===== src/rtl/maze_pkg.sv =====
// Shared definitions for the maze player logic: direction encoding, mover
// FSM states and default board bounds.
package maze_pkg;

    typedef enum logic [1:0] {
        DIR_UP    = 2'b00,
        DIR_DOWN  = 2'b01,
        DIR_LEFT  = 2'b10,
        DIR_RIGHT = 2'b11
    } dir_t;

    typedef enum logic [2:0] {
        ST_IDLE,
        ST_BOUND,
        ST_QUERY,
        ST_COMMIT,
        ST_COOL
    } mover_state_t;

    localparam int BOARD_X_MAX = 159;
    localparam int BOARD_Y_MAX = 119;
    localparam int TIMER_W     = 16;

endpackage


===== src/rtl/step_timer.sv =====
// Loadable down-counter that stops at zero; done is high while the count is zero.
module step_timer
    import maze_pkg::*;
#(
    parameter int W = TIMER_W
) (
    input  logic         clock,
    input  logic         resetn,
    input  logic         load,
    input  logic [W-1:0] load_value,
    output logic [W-1:0] count,
    output logic         done
);

    always_ff @(posedge clock or negedge resetn) begin
        if (!resetn) begin
            count <= '0;
        end else if (load) begin
            count <= load_value;
        end else if (count != '0) begin
            count <= count - W'(1);
        end
    end

    assign done = (count == '0);

endmodule


===== src/rtl/player_mover.sv =====
// Moves the player one cell per accepted request after bounds checking and a
// legality query to the barrier checker, then enforces a cooldown.
module player_mover
    import maze_pkg::*;
#(
    parameter int X_MAX       = BOARD_X_MAX,
    parameter int Y_MAX       = BOARD_Y_MAX,
    parameter int X_START     = 0,
    parameter int Y_START     = 0,
    parameter int STEP_DELAY  = 4,
    parameter int ACK_TIMEOUT = 16
) (
    input  logic        clock,
    input  logic        resetn,
    input  logic        dir_valid,
    input  logic [1:0]  dir,
    output logic        dir_ready,
    output logic        check_req,
    output logic [7:0]  cand_x,
    output logic [6:0]  cand_y,
    input  logic        check_ack,
    input  logic        check_legal,
    output logic [7:0]  pos_x,
    output logic [6:0]  pos_y,
    output logic        done_change_position,
    output logic [15:0] move_count,
    output logic        timeout_err
);

    localparam logic [7:0] X_LIM  = 8'(X_MAX);
    localparam logic [6:0] Y_LIM  = 7'(Y_MAX);
    localparam logic [7:0] X_INIT = 8'(X_START);
    localparam logic [6:0] Y_INIT = 7'(Y_START);
    localparam logic [TIMER_W-1:0] ACK_LOAD  = TIMER_W'(ACK_TIMEOUT - 1);
    localparam logic [TIMER_W-1:0] COOL_LOAD = (STEP_DELAY > 0) ? TIMER_W'(STEP_DELAY - 1) : '0;

    mover_state_t       state;
    dir_t               dir_q;
    logic [7:0]         next_x;
    logic [6:0]         next_y;
    logic               in_bounds;
    logic               timer_load;
    logic [TIMER_W-1:0] timer_value;
    logic [TIMER_W-1:0] timer_count;
    logic               timer_done;

    // Candidate cell one step from the current position; edges never wrap.
    always_comb begin
        next_x    = pos_x;
        next_y    = pos_y;
        in_bounds = 1'b1;
        case (dir_q)
            DIR_UP: begin
                if (pos_y == 7'd0) in_bounds = 1'b0;
                else               next_y    = pos_y - 7'd1;
            end
            DIR_DOWN: begin
                if (pos_y >= Y_LIM) in_bounds = 1'b0;
                else                next_y    = pos_y + 7'd1;
            end
            DIR_LEFT: begin
                if (pos_x == 8'd0) in_bounds = 1'b0;
                else               next_x    = pos_x - 8'd1;
            end
            DIR_RIGHT: begin
                if (pos_x >= X_LIM) in_bounds = 1'b0;
                else                next_x    = pos_x + 8'd1;
            end
        endcase
    end

    // The ack window and the cooldown never overlap, so one timer serves both.
    assign timer_load  = (state == ST_BOUND && in_bounds) || (state == ST_COMMIT);
    assign timer_value = (state == ST_COMMIT) ? COOL_LOAD : ACK_LOAD;

    step_timer #(.W(TIMER_W)) u_timer (
        .clock      (clock),
        .resetn     (resetn),
        .load       (timer_load),
        .load_value (timer_value),
        .count      (timer_count),
        .done       (timer_done)
    );

    always_ff @(posedge clock or negedge resetn) begin
        if (!resetn) begin
            state                <= ST_IDLE;
            dir_q                <= DIR_UP;
            pos_x                <= X_INIT;
            pos_y                <= Y_INIT;
            cand_x               <= '0;
            cand_y               <= '0;
            dir_ready            <= 1'b1;
            check_req            <= 1'b0;
            done_change_position <= 1'b0;
            move_count           <= '0;
            timeout_err          <= 1'b0;
        end else begin
            done_change_position <= 1'b0;
            case (state)
                ST_IDLE: begin
                    if (dir_valid) begin
                        dir_q     <= dir_t'(dir);
                        dir_ready <= 1'b0;
                        state     <= ST_BOUND;
                    end
                end
                ST_BOUND: begin
                    if (in_bounds) begin
                        cand_x    <= next_x;
                        cand_y    <= next_y;
                        check_req <= 1'b1;
                        state     <= ST_QUERY;
                    end else begin
                        dir_ready <= 1'b1;
                        state     <= ST_IDLE;
                    end
                end
                // An ack in the last window cycle takes priority over the timeout.
                ST_QUERY: begin
                    if (check_ack) begin
                        check_req <= 1'b0;
                        if (check_legal) begin
                            state <= ST_COMMIT;
                        end else begin
                            dir_ready <= 1'b1;
                            state     <= ST_IDLE;
                        end
                    end else if (timer_done) begin
                        check_req   <= 1'b0;
                        timeout_err <= 1'b1;
                        dir_ready   <= 1'b1;
                        state       <= ST_IDLE;
                    end
                end
                ST_COMMIT: begin
                    pos_x                <= cand_x;
                    pos_y                <= cand_y;
                    move_count           <= move_count + 16'd1;
                    done_change_position <= 1'b1;
                    if (STEP_DELAY == 0) begin
                        dir_ready <= 1'b1;
                        state     <= ST_IDLE;
                    end else begin
                        state <= ST_COOL;
                    end
                end
                ST_COOL: begin
                    if (timer_done) begin
                        dir_ready <= 1'b1;
                        state     <= ST_IDLE;
                    end
                end
                default: begin
                    check_req <= 1'b0;
                    dir_ready <= 1'b1;
                    state     <= ST_IDLE;
                end
            endcase
        end
    end

endmodule


===== config.mk =====
export PLATFORM = sky130hd
export DESIGN_NAME = player_mover
export DESIGN_NICKNAME = d
export VERILOG_FILES = /design/src/rtl/maze_pkg.sv /design/src/rtl/step_timer.sv /design/src/rtl/player_mover.sv
export SDC_FILE = /design/constraint.sdc
export NUM_CORES = 1
export LEC_CHECK = 0
export CAP_MARGIN = 20
export CORE_MARGIN = 3
export CORE_UTILIZATION = 50
export CTS_CLUSTER_DIAMETER = 30
export DETAILED_ROUTE_END_ITERATION = 10
export PLACE_DENSITY = 0.74
export SYNTH_ARGS = -nofsm -noshare
export SYNTH_HDL_FRONTEND = slang
export SYNTH_SLANG_ARGS = --single-unit

===== constraint.sdc =====
create_clock -name clock -period 3.7 [get_ports clock]
set_input_delay 0.74 -clock clock [delete_from_list [all_inputs] [get_ports clock]]
set_output_delay 0.74 -clock clock [all_outputs]
set_load 0.03 [all_outputs]

==> results of run 1 <==
[flip-flops by register name (all words and copies together), names as in the netlist]
register	cells
u_timer.count	16
done_change_position	1
state	3
cand_x	8
pos_x	8
dir_q	2
dir_ready	1
pos_y	7
timeout_err	1
move_count	16
cand_y	7
check_req	1
[path summary, 6_finish.rpt]
path	endpoint	slack, ns
max reg2reg	cand_x[3]	0.89
min in group clock	move_count[15]	0.48
max in group asynchronous	dir_ready	2.52
min reg2reg	move_count[15]	0.48
max	cand_x[3]	0.89
min	pos_x[3]	0.33
[cells in the final DEF, fill, tap and decap left out, types with 3 or more instances in the layout]
cell / synthesis / layout
inv_1: 18 / 18
mux2_2: 9 / 9
or4_1: 3 / 3
nand4_1: 8 / 8
ha_1: 8 / 8
mux2i_1: 4 / 4
nand3_1: 15 / 15
nor3_1: 22 / 22
o31ai_1: 6 / 6
o21ai_0: 16 / 16
xor2_1: 9 / 9
buf_4: 1 / 8
or3_1: 5 / 5
and3_1: 8 / 8
clkbuf_8: 0 / 9
o211a_1: 3 / 3
nand2_1: 66 / 66
dfrtp_1: 70 / 70
o211ai_1: 5 / 5
nor4_1: 9 / 9
a211oi_1: 3 / 3
xnor2_1: 24 / 24
a21oi_1: 8 / 8
nor2_1: 15 / 15
mux2_1: 4 / 4
a211o_1: 6 / 6
nand2b_1: 5 / 5
nor4b_1: 4 / 4
clkdlybuf4s50_1: 0 / 55
clkinv_4: 0 / 3
[report_power, final]
part           total [mW]  internal (mW)  switching, mW  leakage [nW]
sequential           1.32          0.993          0.325         0.953
combinational        1.85          0.796           1.05          1.15
clock               0.710          0.388          0.322         0.114
total                3.88           2.18           1.70          2.22
[routing by layer]
layer	wire [um]	vias to the layer above	track usage
met4	140	0	0.0625
met2	4590	110	0.359
met3	549	20	0.0600
li1	-	1629	-
met5	0	-	0
met1	4180	1687	0.305
[cells in the mapped netlist (2+ instances only)]
| cell type | instances | area, um2 |
|---|---|---|
| xor2_1 | 9 | 78.8 |
| or4_1 | 3 | 22.5 |
| mux2i_1 | 4 | 40.0 |
| and4_1 | 2 | 17.5 |
| clkbuf_1 | 15 | 56.3 |
| nor4_1 | 9 | 56.3 |
| buf_2 | 3 | 15.0 |
| nor2_1 | 15 | 56.3 |
| o22ai_1 | 2 | 12.5 |
| nand2b_1 | 5 | 31.3 |
| nor3_1 | 22 | 110 |
| a41o_1 | 2 | 20.0 |
| or4b_1 | 2 | 20.0 |
| o211a_1 | 3 | 30.0 |
| ha_1 | 8 | 100 |
| a21oi_1 | 8 | 40.0 |
| dfrtp_1 | 70 | 1750 |
| a211o_1 | 6 | 52.6 |
| and3_1 | 8 | 50.1 |
| o221ai_1 | 2 | 17.5 |
| nor2b_1 | 2 | 12.5 |
| a311oi_1 | 2 | 17.5 |
| inv_1 | 18 | 67.6 |
| a311o_1 | 2 | 20.0 |
| a21o_1 | 2 | 15.0 |
| a22o_1 | 2 | 17.5 |
| xnor2_1 | 24 | 210 |
| a31oi_1 | 2 | 12.5 |
| nand3_1 | 15 | 75.1 |
| a211oi_1 | 3 | 22.5 |
| mux2_2 | 9 | 101 |
| o311ai_0 | 2 | 17.5 |
| o31ai_1 | 6 | 45.0 |
| o21a_1 | 2 | 15.0 |
| o21ai_0 | 16 | 80.1 |
| o211ai_1 | 5 | 37.5 |
| or3_1 | 5 | 31.3 |
| nand2_1 | 66 | 248 |
| nor4b_1 | 4 | 35.0 |
| mux2_1 | 4 | 45.0 |
| or2_2 | 2 | 12.5 |
| nand4_1 | 8 | 50.1 |
[through the flow]
stage | instances | power [mW] | setup slack (ns)
3_5_place_dp | 562 | 3.17 | 0.941
5_1_grt | 578 | 4.16 | 0.742
6_report | 578 | 3.88 | 0.892
4_1_cts | 578 | 3.90 | 0.917
3_3_place_gp | 562 | 3.11 | 1.06
2_1_floorplan | 420 | 2.60 | 0.786
[kinds of logic after synthesis]
group | synth area share
compound gates | 0.146
xor+xnor | 0.0724
fa+ha+maj | 0.0251
buf+inv | 0.0414
flops | 0.445
mux | 0.0467
simple gates | 0.223
[layout make-up]
type,count,area (um2)
repair buffers,64,616
fillers,621,2620
multi-input cells,309,2050
well taps,99,124
inverters,19,71.3
clock buffers,9,124
flip-flops and latches,71,1780
clock inverters,7,104
==> impl_results.md, run 1 <==
* WP data required at 3.93 ns
* Avg WL per Cell at roughly 16 um
* PortBufs at 56
* H-tree depth at 3
* Routed wire length at 9470 um
* Starting density of the core at 0.533
* Cell Chain, Critical Path: inv_1 -> ha_1 -> or4b_1 -> o21a_1 -> nor2_1 -> a2111oi_4 -> buf_4 -> mux2_2
* Top_reg_cell synth: dfrtp_1
* Area of placed instances at between 0.004 and 0.005 mm2
* Delay-heaviest family, CP: compound AO/OA/AOI/OAI gates
* IO Pins at 57
* CP Class: reg2reg
* # setup viols final at 0
* DRT iter0 DRCs at approximately 220
* RSZ-0062 raised after global routing: false
* CP Max Fanout at 20
* Worst hold path type: in2async
* Setup_tns at 0 ns
* NumNets Final at a little under 500
* Grt ovf at 0
* Mapped Cells at 420
* Avg Vias per Cell at approximately 6.0
* Final Util at 0.650
* Tot GR Track Use at 0.226
* Setup Skew at about 0.011 ns
* Mapped Area at roughly 0.004 mm2
* Die Height at 95.3 um
* Yosys cell types at 63
* Clock sink total at just over 70
* Critical path depth at 8
* First-pass GRT wire length at 16100 um
* Post-Syn Nets at between 400 and 500
* Worst slew pin tran at 0.756 ns
* Clock Latency Late Sink at between 0.3 and 0.4 ns
* Die area at just over 0.009 mm2
* CTS tree: built
* Crit-path max cell delay at ~0.55 ns
* VDD IR-drop max at roughly 0.33 mV
* Share of post-route cells with drive strength above 1 at 0.0898
* CTS buffer count at 9
* Clock Tree Root: clkbuf_8
* Number of remaining DRC errors at 0
* Final GP Congestion at 0.873
* WP data arrival at between 3 and 4 ns
* Syn_area_per_cell at about 9.5 um2
* Pwr Density at 797 mW/mm2
* Origin of the critical flop-to-flop path: pos_x[0]
* Clock Pin Slew Worst Setup and Hold Paths at 0.08 ns
* Register area share after synthesis at 0.445
* Leak at around 2.2 nW
* Synth Warn # at 0
* Antenna violations before repair at 0
* Hold Buf Count CTS at 0
* CTS resizes at 0
* ANT nets after route at 0
* Post-route clock period utilization at 0.759
* CP max stage cell: dfrtp_1
* Max Clk Rate at ~360 MHz
* Hold WS at approximately 0.33 ns
* Hpwl dp at 6640 um
* CP startpoint kind: register
* Vias in the first global route at roughly 3200
* Largest net degree at the start of global routing at 36
* Synthesized flop and latch total at approximately 70
* Critical path origin: pos_x[0]
* R2r worst-path depth at 8
* Post-synth EDFFs at 0
* Max-slew headroom at 0.492
* Async SR Flop Fraction at 1.00
* Total core area at 0.00749 mm2
* 1st-pass router iterations at 5
* Setup crit end kind: register
* Max Cap Violations at 0
* Final hold vios at 0
* Status: complete, no violations
* Post-route cell area at ~0.0049 mm2
* Chip width at ~95 um
* Ant diodes at 0
* Via count at about 3400
* Postcts setup bufs at 0
* Fin crit period at between 2 and 3 ns
* Layout overhead on the synthesized area at 21.9%
* Slew Limit Fails at 0
* WP buf/inv at 2
* # rows at 31
* Clock buffer depth at 2
No activity file was read; power rests on OpenSTA's default activity.
==> inputs of run 2 (changes only) <==
- clock period: 3.7 -> 2.6 ns (I/O delays scaled with it)
==> run 2 against run 1 <==
  * First-iteration DRC count down 31%
  * Register-to-register slack worse by 0.77 ns
  * Count of clock-buffer cells in the layout unchanged
  * Core utilization up 3.8 points
  * Die area unchanged
  * Final area up 5.8%
  * Clock power up 24%
  * Sequential cell count unchanged
  * Worst hold slack worse by 0.17 ns
==> impl_results.md, run 2 (synthesis gave the netlist of run 1 again) <==
* Status: complete, no violations
* Number of remaining DRC errors at 0 (unchanged)
* GR Layer Usage met1 at 0.339 (+0.0342)
* Total core area at 0.00749 mm2 (unchanged)
* Avg Vias per Cell at 5.79 (-2.9%)
* First-pass GRT wire length at 16500 um (+2.6%)
* Tot GR Track Use at 0.229 (+0.00345)
* Pre-CTS setup slack at 0.0193 ns (-0.921 ns)
* CP max stage cell: dfrtp_2
* Hpwl dp at 6900 um (+3.9%)
* Biggest regs: move_count: 16 flops, u_timer.count: 16 flops
* Max Clk Rate at 403 MHz (+13%)
* Met2 Use GR at 0.335 (-0.0239)
* Setup crit end kind: register
* IO Pins at 57 (unchanged)
* Delay-heaviest family, CP: compound AO/OA/AOI/OAI gates
* Int Pwr at 3.21 mW (+48%)
* Pwr Density at 1130 mW/mm2 (+42%)
* Met3 global-route usage at 0.0442 (-0.0158)
* Switching power at 2.60 mW (+53%)
* Clock Pin Slew Worst Setup and Hold Paths at 0.10 ns (+0.02 ns)
* Die area at 0.00909 mm2 (unchanged)
* Avg WL per Cell at 16.3 um (-0.40%)
* Final hold vios at 0 (unchanged)
* Reg2reg setup slack at 0.12 ns (-0.77 ns)
* Slew Limit Fails at 0 (unchanged)
* VDD IR-drop max at 0.769 mV (+130%)
* Fin crit period at 2.48 ns (-0.326 ns)
* Grt ovf at 0 (unchanged)
* Max-slew headroom at 0.530 (+0.0381)
* Chip width at 95.3 um (unchanged)
* Final GP Congestion at 0.947 (+8.6%)
* Vias in the first global route at 3299 (+1.9%)
* Clock Latency Late Sink at 0.35 ns (about the same)
* Leak at 2.37 nW (+7.1%)
* Hold Buf Count CTS at 0 (unchanged)
* Share of post-route cells with drive strength above 1 at 0.168 (+0.0785)
* Cell Chain, Critical Path: ha_4 -> a211o_1 -> o211a_1 -> a221o_1 -> a2111oi_4 -> buf_6 -> mux2_2
* H-tree depth at 3 (unchanged)
* CP startpoint kind: register
* Clock sink total at 71 (unchanged)
* Starting density of the core at 0.533 (unchanged)
* Worst slew pin tran at 0.699 ns (-0.0573 ns)
* Commonest non-fill, non-tap cells in the layout: dfrtp_1 (67), nand2_1 (66), clkdlybuf4s50_1 (55), buf_4 (37), xnor2_1 (24)
* CTS buffer count at 9 (unchanged)
* Gr busiest metal: met1
* Max Cap Violations at 0 (unchanged)
* Tot Pwr at 5.81 mW (+50%)
* CP Max Fanout at 9 (-55%)
* Worst hold path type: in2async
* Layout overhead on the synthesized area at 28.9%
* WP data required at 2.83 ns (-1.10 ns)
* Commonest non-fill, non-tap cell in the layout: dfrtp_1
* Antenna violations before repair at 0 (unchanged)
* Crit-path max cell delay at 0.47 ns (-0.08 ns)
* Setup_tns at 0 ns (unchanged)
* RSZ-0062 raised after global routing: false
* Final Util at 0.687 (+0.0376)
* Post-route clock period utilization at 0.955 (+0.196)
* Worst setup margin at 0.118 ns (-0.774 ns)
* ANT nets after route at 0 (unchanged)
* Die Height at 95.3 um (unchanged)
* NumNets Final at 521 (+6.5%)
* PortBufs at 56 (unchanged)
* Clock power frac at 0.151 (-0.032)
* # setup viols final at 0 (unchanged)
* Clock buffer depth at 2 (unchanged)
* Switching power share of the total at 0.447 (+0.00844)
* Clock Tree Root: clkbuf_8
* DRT iter0 DRCs at 154 (-31%)
* CP Class: reg2reg
* 1st-pass router iterations at 4 (-1)
* CTS tree: built
* Largest net degree at the start of global routing at 72 (+100%)
* # rows at 31 (unchanged)
* WP data arrival at 2.71 ns (-0.33 ns)
* Via count at 3533 (+2.5%)
* Ant diodes at 0 (unchanged)
* Hold WS at 0.160 ns (-0.174 ns)
* WP buf/inv at 1 (-1)
* Flop pwr share at 0.302 (-0.038)
* Setup Skew at 0.0129 ns (+0.00168 ns)
* Gate power share at 0.547 (+0.070)
* Routed wire length at 9950 um (+5.1%)
## run 2: final timing paths
path,startpoint,endpoint,depth (start not counted)
max,pos_y[1],cand_x[0],7
min,resetn,u_timer.count[15],2
max reg2reg,pos_y[1],cand_x[0],7
min reg2reg,move_count[15],move_count[15],1
max in group asynchronous,resetn,dir_ready,2
min in group clock,move_count[15],move_count[15],1
## run 2: cell type report
type / instances / area, um2
fillers: 587 / 2340
multi-input cells: 309 / 2100
flip-flops and latches: 71 / 1780
repair buffers: 96 / 876
clock buffers: 9 / 124
well taps: 99 / 124
clock inverters: 7 / 73.8
inverters: 19 / 71.3
## run 2: power by group through the flow
stage	Combinational [mW]	Sequential [mW]	Clock [mW]
2_1_floorplan	1.71	2.03	0
3_3_place_gp	2.98	1.76	0
3_5_place_dp	3.02	1.77	0
4_1_cts	3.03	1.76	0.894
5_1_grt	3.45	1.81	0.947
6_report	3.18	1.76	0.879
## run 2: metrics by stage
stage               instance area (um2)  instances
floorplan                          4020        420
global placement                   4890        590
detailed placement                 4890        590
CTS                                5090        606
global route                       5150        610
finish                             5150        610
## run 2: metal layers
metal,vias to the layer above,share of wire,routed length (um)
li1,1701,-,-
met1,1700,0.46,4620
met2,115,0.47,4630
met3,17,0.056,553
met4,0,0.015,152
met5,-,0,0
## run 2: what timing repair did
item,4_1_cts,5_1_grt
setup endpoints to repair,0,20
hold endpoints to repair,0,0
resized for setup,0,6
buffers inserted,0,4
==> inputs of run 3 (changes only) <==
- CAP_MARGIN: 20 -> 10
==> results of run 3 <==
Same layout as run 2: the final DEF is identical, and so are final timing and power.
